<file path="src/rtl/col_fifo_readout_arb.sv">
`default_nettype none
// +--------------------------------------------------------------------------+
// | Module      : col_fifo_readout_arb                                       |
// | Description : Round-robin readout arbiter for the column hit FIFOs.      |
// |               Strobes one non-empty column FIFO, captures its hit word,  |
// |               tags it with the column address and presents it on a       |
// |               valid/ready interface. Zero words carry no hit data and    |
// |               are discarded and counted. After every read the            |
// |               arbiter idles for SETTLE cycles so the FIFO's registered   |
// |               data and empty flag are stable before the next scan.       |
// | Revision    : 1.0  initial release                                       |
// +--------------------------------------------------------------------------+
module col_fifo_readout_arb #(
  parameter int N_COL  = 8,
  parameter int COL_AW = 3,
  parameter int DW     = 28,
  parameter int SETTLE = 2
) (
  input  logic                  clk_40MHz,
  input  logic                  rst_n,
  input  logic [N_COL-1:0]      col_empty,
  input  logic [N_COL*DW-1:0]   col_data,
  output logic [N_COL-1:0]      col_rd_en,
  output logic [COL_AW+DW-1:0]  out_data,
  output logic                  out_valid,
  input  logic                  out_ready,
  output logic                  busy,
  output logic [7:0]            drop_cnt
);

  // Settle counter runs 0 .. SETTLE-1.
  localparam int                c_SCW          = (SETTLE > 1) ? $clog2(SETTLE) : 1;
  localparam logic [c_SCW-1:0]  c_SETTLE_LAST  = c_SCW'(SETTLE - 1);
  localparam logic [COL_AW-1:0] c_LAST_COL     = COL_AW'(N_COL - 1);
  localparam logic [COL_AW:0]   c_NCOL_EXT     = (COL_AW + 1)'(N_COL);
  localparam logic [7:0]        c_DROP_MAX     = 8'hFF;

  typedef enum logic [1:0] {
    ST_SCAN   = 2'd0,
    ST_READ   = 2'd1,
    ST_OUT    = 2'd2,
    ST_SETTLE = 2'd3
  } state_t;

  state_t                r_state;
  state_t                w_state_nxt;

  logic [COL_AW-1:0]     r_ptr;
  logic [COL_AW-1:0]     r_sel;
  logic [N_COL-1:0]      r_rd_en;
  logic                  r_out_valid;
  logic [COL_AW+DW-1:0]  r_out_data;
  logic                  r_busy;
  logic [7:0]            r_drop_cnt;
  logic [c_SCW-1:0]      r_settle_cnt;

  logic [COL_AW-1:0]     w_ptr_nxt;
  logic [COL_AW-1:0]     w_sel_nxt;
  logic [N_COL-1:0]      w_rd_en_nxt;
  logic                  w_valid_nxt;
  logic [COL_AW+DW-1:0]  w_data_nxt;
  logic                  w_busy_nxt;
  logic [7:0]            w_drop_nxt;
  logic [c_SCW-1:0]      w_cnt_nxt;

  logic                  w_found;
  logic [COL_AW-1:0]     w_found_col;
  logic [COL_AW:0]       w_idx;
  logic [DW-1:0]         w_col_word [N_COL];
  logic [DW-1:0]         w_word;
  logic [COL_AW-1:0]     w_ptr_after;

  // Split the flat column data bus into one word per column.
  for (genvar g = 0; g < N_COL; g++) begin : g_unpack
    assign w_col_word[g] = col_data[g*DW +: DW];
  end

  // Only the selected column's word is ever looked at.
  assign w_word      = w_col_word[r_sel];

  // Next scan starts one past the column just served, wrapping at N_COL.
  assign w_ptr_after = (r_sel == c_LAST_COL) ? '0 : r_sel + COL_AW'(1);

  // Round-robin search: first non-empty column at or after r_ptr, with wrap.
  always_comb begin
    w_found     = 1'b0;
    w_found_col = '0;
    w_idx       = '0;
    for (int i = 0; i < N_COL; i++) begin
      w_idx = {1'b0, r_ptr} + (COL_AW + 1)'(i);
      if (w_idx >= c_NCOL_EXT) begin
        w_idx = w_idx - c_NCOL_EXT;
      end
      if (!w_found && !col_empty[w_idx[COL_AW-1:0]]) begin
        w_found     = 1'b1;
        w_found_col = w_idx[COL_AW-1:0];
      end
    end
  end

  // Next-state and next-output logic; every output is computed here and
  // registered below so the ports come straight from flops.
  always_comb begin
    w_state_nxt = r_state;
    w_ptr_nxt   = r_ptr;
    w_sel_nxt   = r_sel;
    w_rd_en_nxt = '0;
    w_valid_nxt = r_out_valid;
    w_data_nxt  = r_out_data;
    w_drop_nxt  = r_drop_cnt;
    w_cnt_nxt   = r_settle_cnt;

    case (r_state)
      ST_SCAN: begin
        if (w_found) begin
          w_state_nxt = ST_READ;
          w_sel_nxt   = w_found_col;
          w_rd_en_nxt = N_COL'(1) << w_found_col;
        end
      end

      ST_READ: begin
        if (w_word != '0) begin
          w_data_nxt  = {r_sel, w_word};
          w_valid_nxt = 1'b1;
          w_state_nxt = ST_OUT;
        end else begin
          // Empty hit word: drop it and move on as if it were served.
          if (r_drop_cnt != c_DROP_MAX) begin
            w_drop_nxt = r_drop_cnt + 8'd1;
          end
          w_ptr_nxt   = w_ptr_after;
          w_cnt_nxt   = '0;
          w_state_nxt = ST_SETTLE;
        end
      end

      ST_OUT: begin
        // Hold the word until downstream takes it; no reads meanwhile.
        if (out_ready) begin
          w_valid_nxt = 1'b0;
          w_ptr_nxt   = w_ptr_after;
          w_cnt_nxt   = '0;
          w_state_nxt = ST_SETTLE;
        end
      end

      ST_SETTLE: begin
        if (r_settle_cnt == c_SETTLE_LAST) begin
          w_state_nxt = ST_SCAN;
        end else begin
          w_cnt_nxt = r_settle_cnt + c_SCW'(1);
        end
      end

      default: begin
        w_state_nxt = ST_SCAN;
      end
    endcase

    w_busy_nxt = (w_state_nxt != ST_SCAN);
  end

  // State register.
  always_ff @(posedge clk_40MHz) begin
    if (!rst_n) begin
      r_state <= ST_SCAN;
    end else begin
      r_state <= w_state_nxt;
    end
  end

  // Datapath and output registers; reset discards any held word.
  always_ff @(posedge clk_40MHz) begin
    if (!rst_n) begin
      r_ptr        <= '0;
      r_sel        <= '0;
      r_rd_en      <= '0;
      r_out_valid  <= 1'b0;
      r_out_data   <= '0;
      r_busy       <= 1'b0;
      r_drop_cnt   <= '0;
      r_settle_cnt <= '0;
    end else begin
      r_ptr        <= w_ptr_nxt;
      r_sel        <= w_sel_nxt;
      r_rd_en      <= w_rd_en_nxt;
      r_out_valid  <= w_valid_nxt;
      r_out_data   <= w_data_nxt;
      r_busy       <= w_busy_nxt;
      r_drop_cnt   <= w_drop_nxt;
      r_settle_cnt <= w_cnt_nxt;
    end
  end

  assign col_rd_en = r_rd_en;
  assign out_data  = r_out_data;
  assign out_valid = r_out_valid;
  assign busy      = r_busy;
  assign drop_cnt  = r_drop_cnt;

endmodule
`default_nettype wire

</file>
<file path="config.mk">
export PLATFORM = sky130hd
export DESIGN_NAME = col_fifo_readout_arb
export DESIGN_NICKNAME = d
export VERILOG_FILES = /design/src/rtl/col_fifo_readout_arb.sv
export SDC_FILE = /design/constraint.sdc
export NUM_CORES = 1
export LEC_CHECK = 0
export BUFFER_PORTS_ARGS = -buffer_cell sky130_fd_sc_hd__buf_2
export CAP_MARGIN = 20
export CORE_ASPECT_RATIO = 0.8
export CORE_MARGIN = 2
export CORE_UTILIZATION = 45
export DETAILED_ROUTE_END_ITERATION = 16
export GPL_TIMING_DRIVEN = 0
export PLACE_DENSITY = 0.82
export SETUP_SLACK_MARGIN = 0.05
export SLEW_MARGIN = 0
export SYNTH_ARGS = -nofsm -noshare
export SYNTH_HDL_FRONTEND = slang
export SYNTH_SLANG_ARGS = --single-unit
</file>
<file path="constraint.sdc">
create_clock -name clk_40MHz -period 5.1 [get_ports clk_40MHz]
set_clock_uncertainty 0.05 [all_clocks]
set_input_delay 1.02 -clock clk_40MHz [delete_from_list [all_inputs] [get_ports clk_40MHz]]
set_output_delay 1.02 -clock clk_40MHz [all_outputs]
set_load 0.05 [all_outputs]
</file>
==> out/results.ini, run 1 <==
[drt]
vias_per_cell = 6.17
drc_errors = 0
num_vias = 5604
drt-wirelength-per-cell_um = 22.3
postRouteWirelength_mm = 20.3
ant_nets = 0
drt-pass1-iter-count = 5
drtIter0Drc = 516

[global_route]
grt_pass1_vias = 5458
overflow = 0
grt_pass1_wl_mm = 30.6
antenna_found_initial = 2
grt_max_degree = 11
grt_use_total = 0.341

[die]
initial_core_util = 0.459
dieArea_mm2 = 0.0119
die_w_um = 122
rows = 34
io_pins = 284
core_area_mm2 = 0.0108
die_h_um = 98.1

[synth]
synth_warnings = 0
yosys-top-cells-area = mux4_2 (27%), dfxtp_1 (23%), mux2i_1 (8.0%)
synthArstFlopShare = 0
ys_seq_area_frac = 0.233
synth-compound-area-share = 0.131
synthAdderAreaFrac = 0.0126
muxShareOfSynthArea = 0.422
synth_cell_types = 59
yosys.area.top_type_share = 0.271
synth_top_family_by_area = multiplexers
mappedNetlistNets = 706
synth_ff_type = dfxtp_1
synth_top_area_cell = mux4_2
syn_inst = 466
synth-xor-area-share = 0.00703
ys_seq_elements = 58
synth_simple_gate_area_frac = 0.139
synth_area_per_cell_um2 = 10.7
synth_edf_count = 0
synth.cell_area_mm2 = 0.00498

[clock_tree]
cts-hold-fix-buffers = 0
cts_tree = built
cts_root_buf = clkbuf_16
clk_pin_slew_ps = 50
clockBufferDepth = 2
cts_buffers = 9
cts.repair.resized = 0
clkLatencyLatePin_ps = 330
clock-sinks = 58
post_cts_buffers = 0
cts_max_level = 3

[sta]
fin_tns_setup_ps = 0
layout_setup_ws_ps = 796
hold_viol_final = 0
setup_viol = 0
final_max_slew_viol_count = 0
tightest_slew_ps = 744
slew_headroom = 0.504
period_minus_slack_ps = 4300
rsz0062_at_grt = no
finalCritPeriodShare = 0.844
fmax_ghz = 0.232

[layout]
instances_no_fill = 909
fin_nets = 999
fillerInstances = 902
flow.area_growth_from_synthesis_pct = 38.6
layout_commonest_cell = buf_2
layout_common_cells = buf_2 (296), mux4_2 (60), dfxtp_1 (58)
drive_gt1_frac = 0.530

[setup_path]
rrSetupSlack_ps = 800
worst-setup-path-type = flip-flop to flip-flop
reg2reg_from = r_ptr[1]
start_kind = flip-flop
crit_arrival_ps = 4490
critPathRequiredTime_ps = 5290
rr_worst_depth = 12
timing.rr.end = col_rd_en[2]
end_kind = flip-flop
path_max_fanout = 10

[pwr]
power.density_mw_per_mm2 = 301
peakVddDrop_uv = 216
power_w = 0.00208
p_leak_nw = 3.00

[place]
place_inst = 892
pre_cts_ws_ps = 932
gp_congestion = 0.966
numPortBuffers = 282
dp_hpwl_mm = 17.1

[hold_path]
hp-class = flip-flop to flip-flop
hold_depth = 2
whs_endpoint = out_data[14]
min-delay-start = out_data[14]

[status]
status = finished, final reports clean

[flow_run]
maxCapViolations = 0

## metal layers
metal  part of all wire  wire length, µm  global-route usage
met1               0.40             8230               0.464
met2               0.45             9180               0.535
met3               0.11             2310              0.0818
met4              0.029              598               0.120
met5            0.00034                7                   0
## worst max path at each step
stage | from | cells past startpoint | slack [ps] | end
after global routing | r_ptr[1] | 12 | 540 | col_rd_en[2]
after floorplan | r_ptr[1] | 12 | 1570 | col_rd_en[0]
after global placement | r_ptr[1] | 12 | 980 | col_rd_en[1]
final | r_ptr[1] | 12 | 800 | col_rd_en[2]
after detailed placement | r_ptr[1] | 12 | 930 | col_rd_en[2]
after CTS | r_ptr[1] | 12 | 890 | col_rd_en[2]
## power by group
| part | leakage, nW | switching, W | internal [W] |
|---|---|---|---|
| combinational | 2.36 | 0.000508 | 0.000372 |
| sequential | 0.474 | 0.0000352 | 0.000500 |
| clock | 0.163 | 0.000211 | 0.000454 |
| total | 3.00 | 0.000754 | 0.00133 |
## registers in the layout, indices dropped and copies added, names as in the netlist
name          flops
r_settle_cnt      1
busy              1
r_ptr             3
drop_cnt          8
out_valid         1
col_rd_en         8
out_data         31
r_sel             3
r_state           2
## worst max-delay path, cell delays in order (launching register included)
cell	delay (ps)
dfxtp_1	380
buf_2	310
buf_2	300
inv_1	160
ha_1	300
buf_2	190
mux4_2	580
o21ai_0	310
o32a_1	330
nor4_2	130
a311oi_4	480
or3b_1	470
nor3b_1	230
## kinds of logic (layout without fill, tap and decap cells)
family          Yosys count  after routing
other cells               0              1
buf+inv                  52            350
fa+ha+maj                 5              5
xor+xnor                  4              4
mux                     122            122
compound gates           91             91
flops                    58             58
simple gates            134            134
## layout make-up
type	count	area (µm²)	share of cell area
Multi-Input combinational cell	356	3550	0.513
Timing Repair Buffer	282	1410	0.204
Sequential cell	58	1160	0.168
Clock buffer	12	256	0.0371
Buffer	40	230	0.0333
Tap cell	144	180	0.0261
Clock inverter	4	73.8	0.0107
Inverter	12	45.0	0.00652
Antenna cell	1	2.50	0.000362
## per-stage QoR
step | utilization | hold WS (ps) | cell area (µm²)
floorplan | - | 443 | 4980
global placement | 0.606 | 424 | 6580
detailed placement | 0.606 | 423 | 6580
CTS | 0.637 | 432 | 6910
global route | 0.637 | 460 | 6910
finish | 0.637 | 428 | 6910
## cell usage after synthesis, drive strengths merged (2+ instances only)
| cell | number |
|---|---|
| o22ai | 5 |
| or4 | 2 |
| or3 | 8 |
| mux2i | 40 |
| dfxtp | 58 |
| and3b | 3 |
| o31ai | 3 |
| nor4b | 2 |
| xnor2 | 2 |
| and3 | 5 |
| nor3 | 6 |
| nand4 | 3 |
| inv | 12 |
| nand2 | 23 |
| xor2 | 2 |
| o21ai | 18 |
| a22oi | 2 |
| o22a | 2 |
| buf | 24 |
| nor2 | 38 |
| a21oi | 15 |
| nor4 | 7 |
| o311a | 2 |
| nand3 | 20 |
| o311ai | 2 |
| a311oi | 2 |
| mux2 | 15 |
| a211oi | 23 |
| a31oi | 2 |
| o2bb2ai | 3 |
| or2 | 2 |
| clkbuf | 15 |
| mux4 | 67 |
| ha | 5 |
| o21ba | 2 |
| nand2b | 5 |
| nor3b | 5 |
| and2 | 3 |
Power figures use the tool's default switching activity.
==> run 2: changes to the inputs <==
--- a/config.mk
+++ b/config.mk
@@ -9,10 +9,10 @@
 export CAP_MARGIN = 20
 export CORE_ASPECT_RATIO = 0.8
 export CORE_MARGIN = 2
-export CORE_UTILIZATION = 45
+export CORE_UTILIZATION = 41
 export DETAILED_ROUTE_END_ITERATION = 16
 export GPL_TIMING_DRIVEN = 0
-export PLACE_DENSITY = 0.82
+export PLACE_DENSITY = 0.78
 export SETUP_SLACK_MARGIN = 0.05
 export SLEW_MARGIN = 0
 export SYNTH_ARGS = -nofsm -noshare
==> constraint.sdc (replaced) <==
create_clock -name clk_40MHz -period 3.95 [get_ports clk_40MHz]
set_clock_uncertainty 0.05 [all_clocks]
set_input_delay 0.79 -clock clk_40MHz [delete_from_list [all_inputs] [get_ports clk_40MHz]]
set_output_delay 0.79 -clock clk_40MHz [all_outputs]
set_load 0.05 [all_outputs]
==> run 2 against run 1 <==
Maximum frequency is 17% higher. Critical path depth stayed put. Non-clock buffer count is 2 higher. Worst hold slack worse by 27 ps. Core utilization is 4.3 points lower. Sequential cell count stayed put. Largest power group unchanged.
==> out/results.ini, run 2 (synthesized netlist as in run 1, its figures left out) <==
[status]
status = finished, final reports clean  ; unchanged

[layout]
fin_nets = 1001  ; was 999
fin_area_mm2 = 0.00694  ; was 0.00691 mm²
layout_commonest_cell = buf_2  ; unchanged
fin_util = 0.594  ; was 0.637
flow.area_growth_from_synthesis_pct = 39.3  ; was 38.6%
diodes = 0  ; was 1
drive_gt1_frac = 0.537  ; was 0.530
layout_common_cells = buf_2 (294), mux4_2 (60), dfxtp_1 (58)  ; was buf_2 (296), mux4_2 (60), dfxtp_1 (58)
fillerInstances = 1042  ; was 902
largest_reg_flops = 31  ; unchanged

[die]
initial_core_util = 0.426  ; was 0.459
die_w_um = 127  ; was 122 µm
io_pins = 284  ; unchanged
rows = 35  ; was 34
dieArea_mm2 = 0.0131  ; was 0.0119 mm²
die_h_um = 103  ; was 98.1 µm
core_area_mm2 = 0.0117  ; was 0.0108 mm²

[clock_tree]
clock-sinks = 58  ; unchanged
cts_tree = built  ; unchanged
clockBufferDepth = 2  ; unchanged
clkLatencyLatePin_ps = 320  ; was 330 ps
cts-hold-fix-buffers = 0  ; unchanged
clk_pin_slew_ps = 50  ; about the same
cts_root_buf = clkbuf_16  ; unchanged
cts_buffers = 9  ; unchanged
cts_max_level = 3  ; unchanged

[place]
dpl_cell_area_mm2 = 0.00658  ; about the same
dp_hpwl_mm = 16.0  ; was 17.1 mm
numPortBuffers = 282  ; unchanged
gp_congestion = 0.916  ; was 0.966

[pwr]
p_leak_nw = 3.00  ; about the same
peakVddDrop_uv = 303  ; was 216 µV
power.density_mw_per_mm2 = 381  ; was 301 mW/mm²

[sta]
rsz0062_at_grt = no  ; unchanged
final_max_slew_viol_count = 0  ; unchanged
tightest_slew_ps = 739  ; was 744 ps
fin_tns_setup_ps = 0  ; unchanged
hold_viol_final = 0  ; unchanged
setup_viol = 0  ; unchanged
period_minus_slack_ps = 3690  ; was 4300 ps
fmax_ghz = 0.271  ; was 0.232 GHz
finalCritPeriodShare = 0.933  ; was 0.844
slew_headroom = 0.507  ; was 0.504

[global_route]
overflow = 0  ; unchanged
antenna_found_initial = 1  ; was 2
grt_max_degree = 11  ; unchanged
grt_use_total = 0.292  ; was 0.341
grt_pass1_wl_mm = 29.1  ; was 30.6 mm
grt_pass1_vias = 5301  ; was 5458

[drt]
postRouteWirelength_mm = 19.2  ; was 20.3 mm
drt-pass1-iter-count = 5  ; unchanged
drtIter0Drc = 369  ; was 516
drc_errors = 0  ; unchanged
ant_nets = 0  ; unchanged
num_vias = 5433  ; was 5604
vias_per_cell = 5.95  ; was 6.17
drt-wirelength-per-cell_um = 21.0  ; was 22.3 µm

[setup_path]
start_kind = flip-flop  ; unchanged
path_max_fanout = 10  ; unchanged
end_kind = flip-flop  ; unchanged
crit_arrival_ps = 3900  ; was 4490 ps
critPathRequiredTime_ps = 4170  ; was 5290 ps
worst-setup-path-type = flip-flop to flip-flop  ; unchanged

[hold_path]
hp-class = flip-flop to flip-flop  ; unchanged

[flow_run]
maxCapViolations = 0  ; unchanged

[run 2: cell types whose count changed in the layout (fill, tap and decap cells not counted), moves of 2 or more]
cell      before  now
clkbuf_8       2    0
clkinv_2       1    3
buf_2        296  294
buf_4          4    6
clkbuf_1      15   13
clkbuf_4       1    3
[run 2: area by class of cell]
class                           instances  area, µm²  share of cell area
Multi-Input combinational cell        356       3580               0.516
Inverter                               12       45.0             0.00649
Clock inverter                          6       82.6              0.0119
Timing Repair Buffer                  284       1430               0.206
Sequential cell                        58       1160               0.167
Tap cell                              148        185              0.0267
Buffer                                 40        236              0.0341
Clock buffer                            9        225              0.0324
[run 2: repair_timing]
| action | CTS | global route |
|---|---|---|
| hold endpoints to repair | 0 | 0 |
| setup endpoints to repair | 7 | 13 |
| pin swaps | 1 | 1 |
| setup buffers | 1 | 1 |
| resized for setup | 1 | 10 |
[run 2: power breakdown]
group	switching [W]	internal, W	total, W
Clock	0.000270	0.000544	0.000814
Sequential	0.0000453	0.000645	0.000691
Combinational	0.000653	0.000490	0.00114
Total	0.000968	0.00168	0.00265
[run 2: worst paths after layout]
path,from,to,slack [ps],depth (start not counted)
min,out_data[8],out_data[8],400,2
max,r_ptr[1],col_rd_en[0],260,12
min reg2reg,out_data[8],out_data[8],400,2
max reg2reg,r_ptr[1],col_rd_en[0],260,12
[run 2: routing by layer]
layer	share of wire	GRT usage
met1	0.43	0.416
met2	0.45	0.469
met3	0.11	0.0664
met4	0.0060	0.0414
met5	0.00068	0
[run 2: critical path: stages (launching register included)]
cell	delay (ps)
dfxtp_1	360
clkbuf_4	260
clkbuf_4	250
inv_1	110
ha_1	280
buf_2	190
mux4_2	580
o21ai_2	200
o32a_1	260
nor4_4	90
a311oi_4	290
or3b_1	450
and3b_1	240
[run 2: stage by stage]
| step | total power [W] | worst slack (ps) | instances | hold WS [ps] |
|---|---|---|---|---|
| floorplan | 0.00147 | 418 | 466 | 443 |
| global placement | 0.00180 | -116 | 896 | 396 |
| global route | 0.00276 | 52.4 | 913 | 444 |
| detailed placement | 0.00181 | -124 | 896 | 400 |
| finish | 0.00265 | 265 | 913 | 401 |
| CTS | 0.00263 | 108 | 912 | 405 |
